===== config.mk =====
export PLATFORM = sky130hd
export DESIGN_NAME = ldt_link_init_ctrl
export DESIGN_NICKNAME = d
export VERILOG_FILES = /design/src/rtl/ldt_link_init_ctrl.sv
export SDC_FILE = /design/constraint.sdc
export NUM_CORES = 1
export LEC_CHECK = 0
export CORE_MARGIN = 4
export CORE_UTILIZATION = 55
export CTS_BUF_LIST = sky130_fd_sc_hd__clkbuf_4 sky130_fd_sc_hd__clkbuf_8
export DETAILED_ROUTE_END_ITERATION = 16
export DONT_BUFFER_PORTS = 1
export PLACE_DENSITY = 0.83
export RECOVER_POWER = 50
export SYNTH_ARGS = -nofsm -noshare
export SYNTH_HDL_FRONTEND = slang
export SYNTH_SLANG_ARGS = --single-unit

===== constraint.sdc =====
create_clock -name CLK -period 1.71 [get_ports CLK]
set_input_delay 0.0855 -clock CLK [delete_from_list [all_inputs] [get_ports CLK]]
set_output_delay 0.0855 -clock CLK [all_outputs]
set_load 0.01 [all_outputs]

===== src/rtl/ldt_link_init_ctrl.sv =====
// LDT link bring-up controller: decodes the CTL/CAD differential samples and sequences
// the link through OFF, ENABLE, WAIT_CTL, TRAIN and UP, dropping to FAULT on timeout or errors.
module ldt_link_init_ctrl #(
  parameter int WIDTH     = 8,
  parameter int SETTLE    = 16,
  parameter int SYNC_CNT  = 32,
  parameter int TIMEOUT   = 1024,
  parameter int ERR_LIMIT = 4
) (
  input  logic             CLK,
  input  logic             RST_N,
  input  logic             EN,
  input  logic             CTL_P,
  input  logic             CTL_N,
  input  logic [WIDTH-1:0] CAD_P,
  input  logic [WIDTH-1:0] CAD_N,
  output logic             BUF_EN,
  output logic [2:0]       STATE,
  output logic             LINK_UP,
  output logic [WIDTH-1:0] CAD_O,
  output logic             CTL_O,
  output logic             CAD_VLD,
  output logic [7:0]       ERR_CNT,
  output logic             PAIR_ERR
);

  // Counters only need to reach limit-1; the transition fires on that value.
  localparam int SETTLE_W = (SETTLE > 1)    ? $clog2(SETTLE)    : 1;
  localparam int RUN_W    = (SYNC_CNT > 1)  ? $clog2(SYNC_CNT)  : 1;
  localparam int TMO_W    = (TIMEOUT > 1)   ? $clog2(TIMEOUT)   : 1;
  localparam int ERR_W    = (ERR_LIMIT > 1) ? $clog2(ERR_LIMIT) : 1;

  typedef enum logic [2:0] {
    S_OFF      = 3'd0,
    S_ENABLE   = 3'd1,
    S_WAIT_CTL = 3'd2,
    S_TRAIN    = 3'd3,
    S_UP       = 3'd4,
    S_FAULT    = 3'd5
  } state_t;

  state_t               state_reg;
  state_t               state_next;
  logic [SETTLE_W-1:0]  settle_cnt_reg;
  logic [RUN_W-1:0]     run_cnt_reg;
  logic [TMO_W-1:0]     tmo_cnt_reg;
  logic [ERR_W-1:0]     err_run_reg;
  logic [WIDTH-1:0]     cad_reg;
  logic [WIDTH-1:0]     cad_next;
  logic [WIDTH-1:0]     cad_valid;
  logic                 ctl_reg;
  logic                 ctl_next;
  logic                 ctl_ok;
  logic                 cad_ok;
  logic                 all_ok;
  logic                 sync_hit;
  logic                 train_hit;
  logic                 tmo_hit;

  // An invalid pair (P == N) keeps the last decoded bit.
  generate
    for (genvar gi = 0; gi < WIDTH; gi++) begin : g_pair
      assign cad_valid[gi] = CAD_P[gi] ^ CAD_N[gi];
      assign cad_next[gi]  = cad_valid[gi] ? CAD_P[gi] : cad_reg[gi];
    end
  endgenerate

  assign ctl_ok    = CTL_P ^ CTL_N;
  assign ctl_next  = ctl_ok ? CTL_P : ctl_reg;
  assign cad_ok    = &cad_valid;
  assign all_ok    = cad_ok & ctl_ok;
  assign sync_hit  = all_ok & CTL_P;
  assign train_hit = all_ok & ~CTL_P;
  assign tmo_hit   = (tmo_cnt_reg == TMO_W'(TIMEOUT - 1));

  assign STATE = state_reg;
  assign CAD_O = cad_reg;
  assign CTL_O = ctl_reg;

  always_comb begin
    state_next = state_reg;
    if (!EN) begin
      state_next = S_OFF;
    end else begin
      case (state_reg)
        S_OFF:      state_next = S_ENABLE;
        S_ENABLE:   if (settle_cnt_reg == SETTLE_W'(SETTLE - 1)) state_next = S_WAIT_CTL;
        S_WAIT_CTL: begin
          if (sync_hit && (run_cnt_reg == RUN_W'(SYNC_CNT - 1))) state_next = S_TRAIN;
          else if (tmo_hit)                                    state_next = S_FAULT;
        end
        S_TRAIN: begin
          if (train_hit)    state_next = S_UP;
          else if (tmo_hit) state_next = S_FAULT;
        end
        S_UP:       if (!all_ok && (err_run_reg == ERR_W'(ERR_LIMIT - 1))) state_next = S_FAULT;
        S_FAULT:    state_next = S_FAULT;
        default:    state_next = S_OFF;
      endcase
    end
  end

  always_ff @(posedge CLK) begin
    if (!RST_N) begin
      state_reg      <= S_OFF;
      BUF_EN         <= 1'b0;
      LINK_UP        <= 1'b0;
      CAD_VLD        <= 1'b0;
      cad_reg        <= '0;
      ctl_reg        <= 1'b0;
      ERR_CNT        <= 8'd0;
      PAIR_ERR       <= 1'b0;
      settle_cnt_reg <= '0;
      run_cnt_reg    <= '0;
      tmo_cnt_reg    <= '0;
      err_run_reg    <= '0;
    end else begin
      state_reg <= state_next;
      BUF_EN    <= (state_next != S_OFF);
      LINK_UP   <= (state_next == S_UP);
      CAD_VLD   <= (state_next == S_UP) && all_ok;
      cad_reg   <= cad_next;
      ctl_reg   <= ctl_next;
      // Counter updates are suppressed while EN is low; the link just drops to OFF.
      if (EN) begin
        case (state_reg)
          S_OFF: begin
            settle_cnt_reg <= '0;
            err_run_reg    <= '0;
            ERR_CNT        <= 8'd0;
            PAIR_ERR       <= 1'b0;
          end
          S_ENABLE: begin
            settle_cnt_reg <= settle_cnt_reg + SETTLE_W'(1);
            run_cnt_reg    <= '0;
            tmo_cnt_reg    <= '0;
          end
          S_WAIT_CTL: begin
            tmo_cnt_reg <= tmo_cnt_reg + TMO_W'(1);
            run_cnt_reg <= sync_hit ? run_cnt_reg + RUN_W'(1) : '0;
          end
          S_TRAIN: begin
            tmo_cnt_reg <= tmo_cnt_reg + TMO_W'(1);
            err_run_reg <= '0;
          end
          S_UP: begin
            if (all_ok) begin
              err_run_reg <= '0;
            end else begin
              err_run_reg <= err_run_reg + ERR_W'(1);
              PAIR_ERR    <= 1'b1;
              if (ERR_CNT != 8'hFF) ERR_CNT <= ERR_CNT + 8'd1;
            end
          end
          default: ;
        endcase
      end
    end
  end

endmodule


Yosys cells after proc, flatten, opt, wreduce, memory -nomap -nowiden
Cells that the tools add are included.
{"block": "op_classes", "addsub": 5, "eq_ne": 13, "mux": 18, "bitwise": 13, "reduce_logical": 20}
{"operator": "$pmux 10 s2", "count": 1}
{"operator": "$mux 3", "count": 6}
{"operator": "$pmux 3 s6", "count": 1}
{"operator": "$mux 8", "count": 2}
{"operator": "$pmux 8 s2", "count": 1}
{"operator": "$add 10x1->10 const B", "count": 1}
{"operator": "$eq 10x10->1 const B", "count": 1}
{"operator": "$pmux 5 s2", "count": 1}
{"operator": "$reduce_bool 2->1", "count": 5}
{"operator": "$eq 3x3->1 const B", "count": 3}
{"operator": "$xor 1x1->1", "count": 9}
{"operator": "$add 8x1->8 const B", "count": 1}
{"operator": "$ne 8x8->1 const B", "count": 1}
{"operator": "$pmux 4 s2", "count": 1}
{"operator": "$reduce_and 2->1", "count": 4}
{"operator": "$reduce_and 8->1", "count": 1}
{"operator": "$eq 3x2->1 const B", "count": 2}
{"operator": "$add 5x1->5 const B", "count": 1}
{"operator": "$eq 5x5->1 const B", "count": 1}
{"operator": "$mux 5", "count": 1}
{"operator": "$add 4x1->4 const B", "count": 1}
{"operator": "$eq 4x4->1 const B", "count": 1}
{"operator": "$ne 2x2->1 const B", "count": 2}
{"operator": "$pmux 2 s2", "count": 1}
{"operator": "other kinds (15)", "count": 20}
{"block": "totals", "register_bits": 45, "inputBits": 21, "output_inout_bits": 24}

Depth between registers and ports, before layout
{"block": "logic_depth", "word_depth": 10, "mapped_depth": 7, "mapped_depth_nobuf": 6}

Worst setup path before layout
OpenSTA, ideal clock, no wires.
{"block": "synth_timing", "kind": "flip-flop to flip-flop", "from": "reg state_reg[2] (netlist: STATE[2])", "to": "reg ERR_CNT[7]", "setup_time_ns": 0.071, "arrival_time_ns": 1.613, "setup_slack_ns": 0.026, "path_stages_with_launch": 7, "n_path_buf": 1, "synth_period_minus_slack_ns": 1.684, "path_cell_list": "dfxtp_1 -> buf_6 -> nor2b_1 -> and2_4 -> a41o_1 -> or4_1 -> a21oi_1"}
{"block": "synth_via", "elab_chain_len": 3, "elab_cells_between_ends": 7}
{"element": "start: declaration", "line": "42", "text": "state_t state_reg;"}
{"element": "start signal: assignment", "line": "118", "text": "state_reg <= state_next;"}
{"element": "$eq 3x3->1 / $logic_not 3->1 (equally long branches)", "line": "126", "text": "case (state_reg)"}
{"element": "$ne 2x2->1 (no source line) / $reduce_bool 2->1 (equally long branches)"}
{"element": "$reduce_and 4->1 (no source line)"}
{"element": "end signal: assignment", "line": "152", "text": "if (ERR_CNT != 8'hFF) ERR_CNT <= ERR_CNT + 8'd1;"}
{"element": "end: declaration", "line": "23", "text": "output logic [7:0] ERR_CNT,"}
Parallel ways exist; a longest one is shown, timed or not.
A chain may end at the register's enable or synchronous reset.

Worst setup path after layout
{"block": "layout_timing", "from": "reg ERR_CNT[1]", "to": "reg ERR_CNT[7]"}
{"block": "layout_via", "elab_chain_len": 4, "elab_cells_between_ends": 7}
{"element": "$add 8x1->8", "line": "152"}
{"element": "$mux 8", "line": "152"}
{"element": "$mux 8", "line": "147", "text": "if (all_ok) begin"}
{"element": "$pmux 8 s2", "line": "126"}
Parallel ways exist; a longest one is shown, timed or not. The select of a mux whose other input is x is not followed.

==> summary.md <==
| Metric | Value |
|---|---|
| Outcome | `finished, violations left` |
| Failing checks | `hold timing` |
| Slowest cell delay on critical path | `0.49 ns` |
| Slew headroom | `between 60% and 70%` |
| DIE AREA | `around 5300 µm²` |
| Total power draw | `2.00 mW` |
| Tcrit/Tclk final | `98.1%` |
| Placement Cell Area | `about 2500 µm²` |
| Final setup vio count | `0` |
| Flops & latches, synth | `45` |
| Post-synth EDFFs | `0` |
| Die height | `72.5 µm` |
| Area leader, netlist | `dfxtp_1` |
| Clock skew | `0.0195 ns` |
| Netlist cell types | `47` |
| First-pass GRT wire length | `around 10 mm` |
| Post-synthesis sequential area ratio | `between 30% and 40%` |
| Layout Area Growth over Synthesis | `25.8%` |
| Overflow after GRT | `0` |
| Syn avg cell area | `8.21 µm²` |
| Chip width | `72.5 µm` |
| Initial antenna violation count | `0` |
| Synth Instances | `279` |
| Largest cells by area after synthesis | `dfxtp_1 39%, a21oi_1 6.3%, nand2_1 5.4%` |
| N_diodes | `0` |
| Core Util, Final | `71.6%` |
| CP Class | `register to register` |
| Final nets | `355` |
| Synthesized cell area | `roughly 2300 µm²` |
| Rows | `23` |
| Synth Flop Type | `dfxtp_1` |
| Routability cong. | `0.842` |
| Finished layout cell area | `2880 µm²` |
| Vias in the first global route | `~2,300` |
| Post-synthesis simple-gate area fraction | `roughly 29%` |
| Worst-path cell chain | `ha_4, nand3_2, o311ai_4, a41o_2, or4_4, a21oi_2` |
| Synthesized Nets | `between 300 and 400` |
| Initial core utilization | `approximately 57%` |
| DRC errors left | `0` |
| Post-route setup slack | `0.0330 ns` |
| HPWL Detailed | `3.99 mm` |
| Max FFs per register | `10` |
| Vias after detailed routing | `about 2,400` |
| Hold WS | `-0.00668 ns` |
| Compound-Gate Fraction of Synth Area | `between 15 and 20%` |
| Critical Path Fanout Max | `6` |
| Max-cap violations | `0` |
| Clock Latency Late Sink | `a little over 0.3 ns` |
| Worst hold path class | `input pin to register` |
| Worst path slowest cell | `or4_4` |
| I/O pin total | `45` |
| Max-slew violations | `0` |
| Peak supply drop | `0.000478 V` |
| Total negative slack | `0 ns` |
| Arr. time, crit path | `1.93 ns` |
| Share of the synthesized area in the top cell type | `39.3%` |
| Initial DRC Count | `about 370` |
| Pin count of the biggest net entering global routing | `14` |
| GR Util All Layers | `roughly 25%` |
| Mux contribution to synthesized area | `0.492%` |
| Leak | `1.16 nW` |
| Startpoint types | `register` |
| Pwr dens | `694 nW/µm²` |
| Unrepaired setup endpoints after global routing | `yes` |
| Proportion of layout cells with a drive suffix above 1 | `17.1%` |
| Yosys Warn Count | `0` |
| Req. time, crit path | `1.96 ns` |
| WL per Instance | `18.3 µm` |
| CTS H-Tree Depth | `2` |
| Post-synthesis adder-cell area fraction | `3.28%` |
| Finished Layout Cells | `378` |
| Port Buf Inserts | `0` |
| Most numerous cell in the Yosys netlist | `dfxtp_1` |
| Reg clk slew, reported paths | `around 0.10 ns` |
| Xor/xnor cell area share of the yosys netlist | `6.88%` |
| DRT Pass-1 Iters | `5` |
| Core region area | `4030 µm²` |
| Max clock buf depth | `2` |
| Worst-Margin Slew | `0.458 ns` |
| Routed WL | `6.93 mm` |
| Clock root cell | `clkbuf_8` |
| Fmax | `slightly below 600 MHz` |
| Commonest cells in the netlist | `45 x dfxtp_1, 33 x nand2_1, 29 x a21oi_1` |
| Post-Place Cells | `approximately 350` |
| Post-place setup slack | `-0.0777 ns` |
| CTS tree | `done` |
| Largest family of logic cells by synthesized area | `simple AND/OR/NAND/NOR gates` |
| Async set-or-reset flop fraction in the synthesized netlist | `0%` |
| Post-route minimum period | `1.68 ns` |
| Routed vias/inst | `6.30` |
| Worst Setup End Kind | `register` |
| CTS buffer count | `5` |
| Clock Sinks | `45` |
| Final hold violation count | `1` |
| Detail Route Antenna Nets | `0` |
## layout by cell type (no fill, tap or decap), drive strengths merged, types with 4 or more instances in the layout
cell type,n
a21oi,29
and3,6
buf,30
clkbuf,6
dfxtp,45
dlygate4sd3,20
ha,6
inv,14
nand2,33
nand3,15
nand4,7
nor2,24
nor2b,4
nor4,4
o21ai,23
o31ai,5
or3,4
xnor2,12
xor2,6
## final timing paths
path / to / cells after the start / slack, ns / startpoint
setup / recovery: ERR_CNT[7] / 6 / 0.03 / ERR_CNT[1]
hold / removal: STATE[1] / 2 / -0.007 / EN
setup reg to reg: ERR_CNT[7] / 6 / 0.03 / ERR_CNT[1]
hold reg to reg: run_cnt_reg[4] / 2 / 0.47 / run_cnt_reg[4]
## layer usage
layer | part of all wire, % | GRT usage, % | vias up
met2 | 49 | 41.9 | 140
met5 | 0 | 0 | -
met4 | 4.4 | 9.84 | 0
met3 | 8.7 | 4.99 | 41
li1 | - | - | 1087
met1 | 38 | 31.6 | 1113
## cells by family (layout without fill, tap and decap cells)
family | count (synthesis) | after routing
compound gates | 66 | 67
xor+xnor | 18 | 18
fa+ha+maj | 6 | 6
buf+inv | 23 | 71
flops | 45 | 45
mux | 1 | 1
simple gates | 120 | 120
## report_power, final
group          internal, mW  switching [mW]  leakage [nW]
clock                 0.320           0.380        0.0433
sequential             1.07          0.0243         0.367
combinational        0.0983           0.112         0.748
## worst max-delay path: cells and delay by family (launching register included)
kind	cells	cell delay, ns
AO/OA/AOI/OAI	3	0.54
flip-flops	1	0.35
adder cells (fa/ha/maj)	1	0.16
AND/OR/NAND/NOR	2	0.57
## layout make-up
type	instances	area, µm²
multi-input combinational	212	1350
fill	286	1150
sequential	45	905
timing repair buffer	50	425
clock buffer	6	82.6
tap	50	62.6
inverter	14	52.6
clock inverter	1	7.51
## timing repair
| item | in CTS | in global routing |
|---|---|---|
| resized for setup | 3 | 13 |
| hold endpoints to repair | 14 | 0 |
| endpoints found under the setup margin | 3 | 8 |
| buffers inserted | 1 | 1 |
| hold buffers | 20 | 0 |
| gates cloned | 1 | 0 |
| pin swaps | 2 | 3 |
(Power assumes the default switching activity.)
